[src/rtl/hypercorex_pkg.sv]
// hypercorex_pkg: shared types and constants for the instruction sequencer.
package hypercorex_pkg;

    typedef enum logic [1:0] {IDLE, RUN, HALT, DONE} seq_state_e;

    // Loop mode value meaning "no hardware loops; stop at the last address".
    localparam int unsigned LoopDisable = 0;

endpackage

[src/rtl/inst_seq_ctrl_sat_counter.sv]
// sat_counter: up-counter that sticks at all-ones instead of wrapping.
module sat_counter #(
    parameter int unsigned Width = 32
) (
    input  logic             clk_i,
    input  logic             rst_i,
    input  logic             clr_i,
    input  logic             inc_i,
    output logic [Width-1:0] count_o
);

    logic [Width-1:0] r_count;

    always_ff @(posedge clk_i) begin
        if (rst_i || clr_i) r_count <= '0;
        else if (inc_i && !(&r_count)) r_count <= r_count + Width'(1);
    end

    assign count_o = r_count;

endmodule

[src/rtl/inst_seq_ctrl.sv]
// inst_seq_ctrl: program-counter sequencer issuing one instruction per accepted beat.
module inst_seq_ctrl
    import hypercorex_pkg::*;
#(
    parameter int unsigned InstMemAddrWidth = 32,
    parameter int unsigned CycleCountWidth  = 32,
    parameter int unsigned LoopNumWidth     = 3
) (
    input  logic                        clk_i,
    input  logic                        rst_i,
    input  logic                        start_i,
    input  logic                        clr_i,
    input  logic                        dbg_en_i,
    input  logic                        dbg_step_i,
    input  logic [LoopNumWidth-1:0]     inst_loop_mode_i,
    input  logic [InstMemAddrWidth-1:0] inst_last_addr_i,
    input  logic                        inst_jump_i,
    input  logic [InstMemAddrWidth-1:0] inst_jump_addr_i,
    input  logic                        inst_loop_done_i,
    input  logic                        inst_ready_i,
    output logic [InstMemAddrWidth-1:0] inst_pc_o,
    output logic                        inst_valid_o,
    output logic                        loop_en_o,
    output logic                        loop_stall_o,
    output logic                        loop_clr_o,
    output logic                        busy_o,
    output logic                        done_o,
    output logic [CycleCountWidth-1:0]  issue_count_o
);

    seq_state_e                  r_state;
    logic [InstMemAddrWidth-1:0] r_pc;
    logic                        r_loop_clr;

    logic w_run, w_halt, w_start, w_accept, w_loops_on, w_finish;

    assign w_run      = r_state == RUN;
    assign w_halt     = r_state == HALT;
    assign w_start    = (r_state == IDLE) && start_i;
    assign w_loops_on = inst_loop_mode_i != LoopNumWidth'(LoopDisable);
    // A jump on the same beat always wins over program completion.
    assign w_finish   = !inst_jump_i &&
                        (w_loops_on ? inst_loop_done_i : r_pc == inst_last_addr_i);

    // A debug halt request blocks issue in the same cycle it is raised.
    assign inst_valid_o = (w_run && !dbg_en_i) || (w_halt && dbg_step_i);
    assign w_accept     = inst_valid_o && inst_ready_i;

    assign busy_o       = w_run || w_halt;
    assign loop_en_o    = busy_o;
    assign loop_stall_o = busy_o && !w_accept;
    assign loop_clr_o   = r_loop_clr || w_start;
    assign done_o       = r_state == DONE;
    assign inst_pc_o    = r_pc;

    always_ff @(posedge clk_i) begin
        if (rst_i || clr_i) begin
            r_state    <= IDLE;
            r_pc       <= '0;
            r_loop_clr <= 1'b1;
        end else begin
            r_loop_clr <= 1'b0;
            case (r_state)
                IDLE: begin
                    if (start_i) begin
                        r_state <= RUN;
                        r_pc    <= '0;
                    end
                end
                RUN, HALT: begin
                    if (w_accept)
                        r_pc <= inst_jump_i ? inst_jump_addr_i :
                                w_finish    ? r_pc : r_pc + InstMemAddrWidth'(1);
                    if (w_accept && w_finish) r_state <= DONE;
                    else if (w_run && dbg_en_i) r_state <= HALT;
                    else if (w_halt && !dbg_en_i) r_state <= RUN;
                end
                default: r_state <= IDLE;
            endcase
        end
    end

    sat_counter #(
        .Width(CycleCountWidth)
    ) i_issue_cnt (
        .clk_i  (clk_i),
        .rst_i  (rst_i),
        .clr_i  (clr_i || w_start),
        .inc_i  (w_accept),
        .count_o(issue_count_o)
    );

endmodule

[config.mk]
export PLATFORM = sky130hd
export DESIGN_NAME = inst_seq_ctrl
export DESIGN_NICKNAME = d
export VERILOG_FILES = /design/src/rtl/hypercorex_pkg.sv /design/src/rtl/inst_seq_ctrl_sat_counter.sv /design/src/rtl/inst_seq_ctrl.sv
export SDC_FILE = /design/constraint.sdc
export NUM_CORES = 1
export LEC_CHECK = 0
export ABC_AREA = 1
export CAP_MARGIN = 20
export CORE_UTILIZATION = 45
export DETAILED_ROUTE_END_ITERATION = 6
export GPL_TIMING_DRIVEN = 0
export HOLD_SLACK_MARGIN = 0.05
export PLACE_DENSITY = 0.76
export SYNTH_ARGS = -nofsm -noshare
export SYNTH_HDL_FRONTEND = slang
export SYNTH_SLANG_ARGS = --single-unit
[constraint.sdc]
create_clock -name clk_i -period 3.76 [get_ports clk_i]
set_clock_uncertainty 0.2 [all_clocks]
set_input_delay 0.752 -clock clk_i [delete_from_list [all_inputs] [get_ports clk_i]]
set_output_delay 0.752 -clock clk_i [all_outputs]
set_load 0.05 [all_outputs]
[Word-level counts from Yosys, hierarchy flattened]
Index checks and enable logic that the tools add are counted.
Cells by class
  add/sub/neg operators: 2
  equality and inequality tests: 8
  muxes and demuxes: 12
  reduce and logical (&&, ||, !) cells: 27
Operators by type and width (count)
  $mux 32: 4
  $add 32x1->32 const B: 2
  $pmux 32 s2: 1
  $eq 32x32->1: 1
  $reduce_and 32->1: 1
  $logic_and 1x1->1: 10
  $mux 2: 4
  $logic_or 1x1->1: 6
  $eq 2x2->1 const B: 2
  $logic_not 1->1: 4
  $ne 4x4->1 const B: 1
  $pmux 2 s2: 1
  $reduce_and 4->1: 1
  $ne 3x3->1 const B: 1
  $reduce_bool 3->1: 1
  $eq 2x1->1 const B: 1
  $logic_not 2->1: 1
  $mux 1: 2
  $ne 2x1->1 const B: 1
  $ne 2x2->1 const B: 1
  $reduce_and 2->1: 1
  $reduce_bool 2->1: 1
  $reduce_or 2->1: 1
Storage, ports and cells
  flip-flop bits (word level): 67
  bits of input ports: 76
  output and inout bits: 70
  logic and storage cells: 53

[Depth between registers and ports, before layout]
  depth after elaboration: 7
  depth in mapped cells: 15
  gate-level depth less buffers: 15

[Hierarchy]
A second synthesis with hierarchy kept.
Unflattened totals
  cell total of the unflattened synthesis: 889
  area, all modules: 5273.8 um2
By module, submodules not included
  inst_seq_ctrl: times used 1, cells each 542, area an instance 3244.4 um2, sequential area each 700.7 um2
  sat_counter: times used 1, cells each 347, area an instance 2029.4 um2, sequential area each 640.6 um2

[Worst setup path before layout]
OpenSTA, ideal clock, no wires.
  path type: register to register
  start: reg r_state[0]
  end: reg r_pc[6], in the netlist inst_pc_o[6]
  setup time: 0.128 ns
  arrival: 2.734 ns
  required time: 3.432 ns
  setup slack: 0.698 ns
  cell stages (with the launch flop): 12
  buffers on the path: 2
  period minus slack after synthesis: 3.062 ns
  path through: dfxtp_1 > inv_1 > ha_1 > buf_2 > inv_1 > nor2_1 > inv_1 > nand3_2 > buf_4 > nand2_1 > o21ai_0 > nor2_1
Between the ends
  cells in the longest elaborated chain, start to end: 6
  elaborated cells between the ends (all ways): 14
  classes of those cells: eq/ne (5); mux (1); reduce/logical (8)
RTL lines
  from (decl): line inst_seq_ctrl.sv:31  | seq_state_e r_state;
  from (signal assigned): line inst_seq_ctrl.sv:58  | r_state <= IDLE;
  from (signal assigned): line inst_seq_ctrl.sv:66  | r_state <= RUN;
  from (signal assigned): line inst_seq_ctrl.sv:74  | if (w_accept && w_finish) r_state <= DONE;
  $eq 2x1->1 or $eq 2x2->1 (tied branches): line inst_seq_ctrl.sv:37, inst_seq_ctrl.sv:63, inst_seq_ctrl.sv:38
  $logic_and 1x1->1: line inst_seq_ctrl.sv:46  | assign inst_valid_o = (w_run && !dbg_en_i) || (w_halt && dbg_step_i);
  $logic_or 1x1->1: line inst_seq_ctrl.sv:46
  $logic_and 1x1->1: line inst_seq_ctrl.sv:47  | assign w_accept = inst_valid_o && inst_ready_i;
  $ne 2x1->1 (no line)
  $reduce_and 4->1 (no line)
  to (signal assigned): line inst_seq_ctrl.sv:72  | r_pc <= inst_jump_i ? inst_jump_addr_i :
  to (decl): line inst_seq_ctrl.sv:32  | logic [InstMemAddrWidth-1:0] r_pc;
Several ways; a longest one is shown, not always the timed one.
A chain may end at the register's enable or synchronous reset.

[Worst setup path after layout]
  start: in dbg_en_i
  end: out loop_stall_o
Between the ends
  cells in the longest elaborated chain, start to end: 6
RTL lines
  from (decl): line inst_seq_ctrl.sv:13  | input logic dbg_en_i,
  $logic_not 1->1: line inst_seq_ctrl.sv:46
  $logic_and 1x1->1: line inst_seq_ctrl.sv:46
  $logic_or 1x1->1: line inst_seq_ctrl.sv:46
  $logic_and 1x1->1: line inst_seq_ctrl.sv:47
  $logic_not 1->1: line inst_seq_ctrl.sv:51  | assign loop_stall_o = busy_o && !w_accept;
  $logic_and 1x1->1: line inst_seq_ctrl.sv:51
  to (decl): line inst_seq_ctrl.sv:24  | output logic loop_stall_o,
No other way between the ends.

==> impl_results.md <==
- Layout area overhead: 36.3%
- Class of the worst hold path: reg2reg
- Startpoint types: input pin
- Post-layout min period: approximately 3500 ps
- Syn nets: 910
- Crit. End Element: output port
- Maximum root-to-sink buffer count: 2
- Final setup viols: 0
- Synth async-reset ratio: 0
- Mux cell area share after synthesis: 0
- Pre-CTS setup slack: 284 ps
- Largest net degree at the start of global routing: 13
- XOR/XNOR Fraction of Synth Area: 0.0905
- Critical Path RT: 2810 ps
- Starting Density: 0.462
- Flops & latches, synth: 67
- CTS tree: done
- First-pass GRT wire length: 26400 microns
- Wirelength per Cell: 14.5 microns
- Post-synthesis cell area: 5030 sq um
- Synth area leader: dfxtp_1
- Commonest non-fill, non-tap cells in the layout: nand2_1 (211), clkdlybuf4s50_1 (145), nor2_1 (136), inv_1 (100), dfxtp_1 (67)
- Register-to-register setup slack: 1020 ps
- RSZ-0062 raised after global routing: no
- # rows: 38
- Final period utilization: 0.924
- Clock group share of total power: 0.347
- CTS Root Cell: clkbuf_8
- Slew Limit Fails: 0
- Seq pwr share: 0.417
- Clk sink count: 67
- Cts repair resizes: 0
- Post-route cell area: 6860 sq um
- Vias in the first global route: 5359
- Setup TNS: 0 ps
- DRC violations left: 0
- Cells after Synth: between 800 and 900
- Post-DP Area: 6660 sq um
- Synth Area in Adders: 0.0174
- DP HPWL: 12800 microns
- Number of nets in the layout: 1066
- Die Ht: 108 microns
- Initial antenna violation count: 0
- Combinational Power Share: 0.237
- Via Count: 5823
- Final core utilization: 0.630
- Clk slew on worst S/H paths: roughly 80 ps
- Inserted Clock Buffers: 9
- Core footprint: 10900 sq um
- Internal: 1.23 mW
- Layout cells sized above 1: 0.0628
- Die area: between 10000 and 15000 sq um
- Worst Path Max Fanout: 3
- Part of the Yosys area used for sequential elements: 0.266
- Antenna Nets Post-Route: 0
- Post-synth top area share: 0.266
- Final count of hold timing violations: 0
- I/O pin count: 146
- H-tree levels: 3
- PortBufs: 145
- Post-synth EDFFs: 0
- Largest family of logic cells by synthesized area: simple AND/OR/NAND/NOR gates
- Die X: 108 microns
- Maximum vdd drop: ~0.19 mV
- Leakage power: approximately 2.7 nW
- Ys Warns: 0
- Most common cell after layout, fill and taps aside: nand2_1
- Top_reg_cell synth: dfxtp_1
- Status: finished, final reports clean
- DR iter-0 viols: 476
- Setup CP Type: in2out
- Compound-cell area share of the yosys netlist: 0.109
- WP data arrival: 2520 ps
- Synth unique cells: 42
- Switching Fraction: 0.321
- MaxCap Viol Count: 0
- Placer Congestion: about 1.0
- Main area contributors after synthesis: dfxtp_1 (27%), nand2_1 (16%), nor2_1 (10%)
- Overall overflow remaining after global route: 0
- Post-CTS Setup Repair Bufs: 0
- Worst Tran Pin Value: 784 ps
- Post-CTS Hold Buffers: 0
- DRT Pass-1 Iters: 5
- Syn avg cell area: 6.09 sq um
- Vias per inst: 5.16
- Total inserted antenna cells: 0
- Simple logic cell fraction of the synthesized area: 0.413
- Max_slew headroom: 0.475
- Pwr/cell area: 265 nW/um^2
- Detailed Route WL: 16300 microns
- Sw Pwr: 584 uW
- Total global-route track usage: 0.295
- FMAX: 288 MHz
- Worst-Skew Late Latency: 360 ps
- Final WS setup: 287 ps
==> worst max-delay path, cell delays in order <==
cell and delay, ps:
clkdlybuf4s50_1 510, o21ai_2 80, nand2_1 70, inv_1 90, nor2_1 150, clkdlybuf4s50_1 850
==> logic make-up (layout without fill, tap and decap cells) <==
| logic type | Yosys count | count (layout) |
|---|---|---|
| fa+ha+maj | 7 | 7 |
| compound gates | 101 | 101 |
| flops | 67 | 67 |
| xor+xnor | 52 | 52 |
| buf+inv | 131 | 292 |
| simple gates | 469 | 469 |
==> power groups by stage <==
stage / combinational [mW] / sequential [mW] / clock [mW]
after floorplan: 0.196 / 0.821 / 0
after global placement: 0.424 / 0.774 / 0
after detailed placement: 0.428 / 0.773 / 0
after CTS: 0.430 / 0.757 / 0.634
after global routing: 0.470 / 0.761 / 0.668
final: 0.430 / 0.757 / 0.630
==> layer usage <==
layer,GRT usage,part of all wire
met1,0.401,0.47
met2,0.473,0.43
met3,0.0690,0.086
met4,0.0636,0.013
met5,0,0
==> per-stage QoR <==
| step | hold slack [ps] | total power [mW] | cells |
|---|---|---|---|
| floorplan | 287 | 1.02 | 827 |
| global placement | 255 | 1.20 | 1112 |
| detailed placement | 260 | 1.20 | 1112 |
| CTS | 272 | 1.82 | 1128 |
| global route | 302 | 1.90 | 1128 |
| finish | 280 | 1.82 | 1128 |
==> state kept, by name, indices dropped and copies added, names as in the netlist <==
signal and cells:
inst_pc_o 32, i_issue_cnt.count_o 32, r_loop_clr 1, r_state 2
==> cell usage after synthesis, types with 4 or more instances <==
library cell / number
a21oi_1: 30
xnor2_1: 21
buf_4: 4
nand3_1: 34
or2_2: 6
nand2_1: 211
nor2_1: 136
nor3_1: 23
nor3_2: 5
clkbuf_1: 10
ha_1: 7
and3_1: 4
o21ai_1: 6
dfxtp_1: 67
buf_2: 6
nor4_1: 5
nand4_1: 23
xor2_1: 31
o211ai_1: 10
inv_1: 100
o21ai_0: 47
inv_2: 6
==> worst paths after layout <==
kind | cells after the start | to | from
hold / removal | 2 | i_issue_cnt.count_o[4] | i_issue_cnt.count_o[4]
setup / recovery | 6 | loop_stall_o | dbg_en_i
setup reg to reg | 10 | inst_pc_o[5] | r_state[0]
hold reg to reg | 2 | i_issue_cnt.count_o[4] | i_issue_cnt.count_o[4]
==> area by class of cell <==
| cell class | instances | area (sq um) |
|---|---|---|
| fill | 1068 | 4030 |
| clock inverter | 6 | 63.8 |
| inverter | 108 | 408 |
| clock buffer | 10 | 138 |
| sequential | 67 | 1340 |
| buffer | 23 | 116 |
| tap | 140 | 175 |
| timing repair buffer | 145 | 1450 |
| multi-input combinational | 629 | 3170 |
Power figures use the tool's default switching activity.
==> RTL change: new RTL, config.mk and constraints unchanged <==
Set the parameter `LoopNumWidth` to 5 (it was 3).
--- a/src/rtl/inst_seq_ctrl.sv
+++ b/src/rtl/inst_seq_ctrl.sv
@@ -5,5 +5,5 @@
     parameter int unsigned InstMemAddrWidth = 32,
     parameter int unsigned CycleCountWidth  = 32,
-    parameter int unsigned LoopNumWidth     = 3
+    parameter int unsigned LoopNumWidth     = 5
 ) (
     input  logic                        clk_i,
Ports: changed (resized inst_loop_mode_i); port bits go from 146 to 148. The function was not compared with the original's and may differ.
==> RTL change against the unedited design <==
Routed wire length is 7.0% higher. Sequential cell count stayed put. Power is 3.4% higher. Final area hardly changed. Critical path depth stayed put. Maximum frequency hardly changed. Worst setup slack better by 0.0015 ns. Synthesized area is 0.72% lower. Largest power group unchanged.
==> RTL change: results (changes against the unedited design) <==
.. list-table::
   :header-rows: 1

   * - Metric
     - Value
   * - Fill cell instance count of the final layout
     - 1,070 (+0.19%)
   * - Multi-In Gates
     - 639 (+1.6%)
   * - Aggregate global-route resource usage
     - 31.2% (+1.7 points)
   * - Number of clock buffers in the layout
     - 11 (+1)
   * - Final WS setup
     - 0.289 ns (+0.00153 ns)
   * - Total net switching power
     - 581 uW (-0.51%)
   * - Biggest area contributors in the synthesized netlist
     - sky130_fd_sc_hd__dfxtp_1, sky130_fd_sc_hd__nand2_1, sky130_fd_sc_hd__nor2_1
   * - Data-path buffer share of cell area in the final layout
     - 23.9% (+1.0 points)
   * - FF-to-FF Start
     - inst_pc_o[0]$_SDFFE_PP0P_
   * - Global Route met2 Usage
     - 52.5% (+5.2 points)
   * - Final net count
     - 1,047 (-1.8%)
   * - Hold Crit Start
     - i_issue_cnt.count_o[30]$_SDFFE_PP0P_
   * - Synthesized-area fraction occupied by ao, oa, aoi and oai cells
     - 12.7% (+1.8 points)
   * - GRT met3 Usage
     - 6.17% (-0.73 points)
   * - Number of non-clock buffers
     - 177 (+5.4%)
   * - Multi-input combinational cell area
     - 0.00322 mm2 (+1.7%)
   * - Met1 GRT Util
     - 39.7% (-0.36 points)
   * - Synthesized netlist net count
     - 890 (-2.2%)
   * - Global placer's final weighted congestion
     - 0.982 (-1.8%)
   * - Worst voltage drop across the vdd grid
     - 0.196 mV (+3.1%)
   * - Share of cell area taken by flip-flops and latches
     - 19.5% (about the same)
   * - Vias in the first global route
     - 5,377 (+0.34%)
   * - Total wire length
     - 17,500 um (+7.0%)
   * - Result of the run
     - completed
   * - Final HPWL from detailed placement
     - 13,600 um (+5.7%)
   * - Synth Area in Adders
     - 1.75% (+0.013 points)
   * - FF-to-FF End
     - inst_pc_o[23]$_SDFFE_PP0P_
   * - Slew at the pin with the worst max-slew slack
     - 0.659 ns (-0.125 ns)
   * - Clock-cell share of area
     - 3.30% (+0.37 points)
   * - Register-to-Register Setup Slack
     - 1.21 ns (+0.19 ns)
   * - Nonclk inv count
     - 68 (-37%)
   * - Most numerous cell types in the synthesized netlist
     - sky130_fd_sc_hd__nand2_1, sky130_fd_sc_hd__nor2_1, sky130_fd_sc_hd__dfxtp_1, sky130_fd_sc_hd__inv_1, sky130_fd_sc_hd__a21oi_1
## RTL change: power groups by stage
stage          Sequential, mW  Clock (mW)  Combinational (mW)
2_1_floorplan           0.805           0               0.190
3_3_place_gp            0.767           0               0.410
3_5_place_dp            0.767           0               0.410
4_1_cts                 0.750       0.714               0.412
5_1_grt                 0.753       0.745               0.447
6_report                0.751       0.715               0.414
## RTL change: through the flow
stage	util, %	std cells	hold WS [ns]	total power [mW]	cell area, um2
floorplan	-	805	0.287	0.996	5000
global placement	61.2	1091	0.302	1.18	6640
detailed placement	61.2	1091	0.304	1.18	6640
CTS	63.3	1107	0.317	1.88	6860
global route	63.3	1107	0.345	1.95	6860
finish	63.3	1107	0.316	1.88	6860
## RTL change: layer usage
| layer | vias up | part of all wire (%) | routed length, um |
|---|---|---|---|
| met5 | - | 0 | 0 |
| met4 | 0 | 2.4 | 426 |
| met3 | 25 | 7.7 | 1340 |
| met2 | 258 | 47 | 8190 |
| met1 | 2635 | 43 | 7510 |
| li1 | 2901 | - | - |
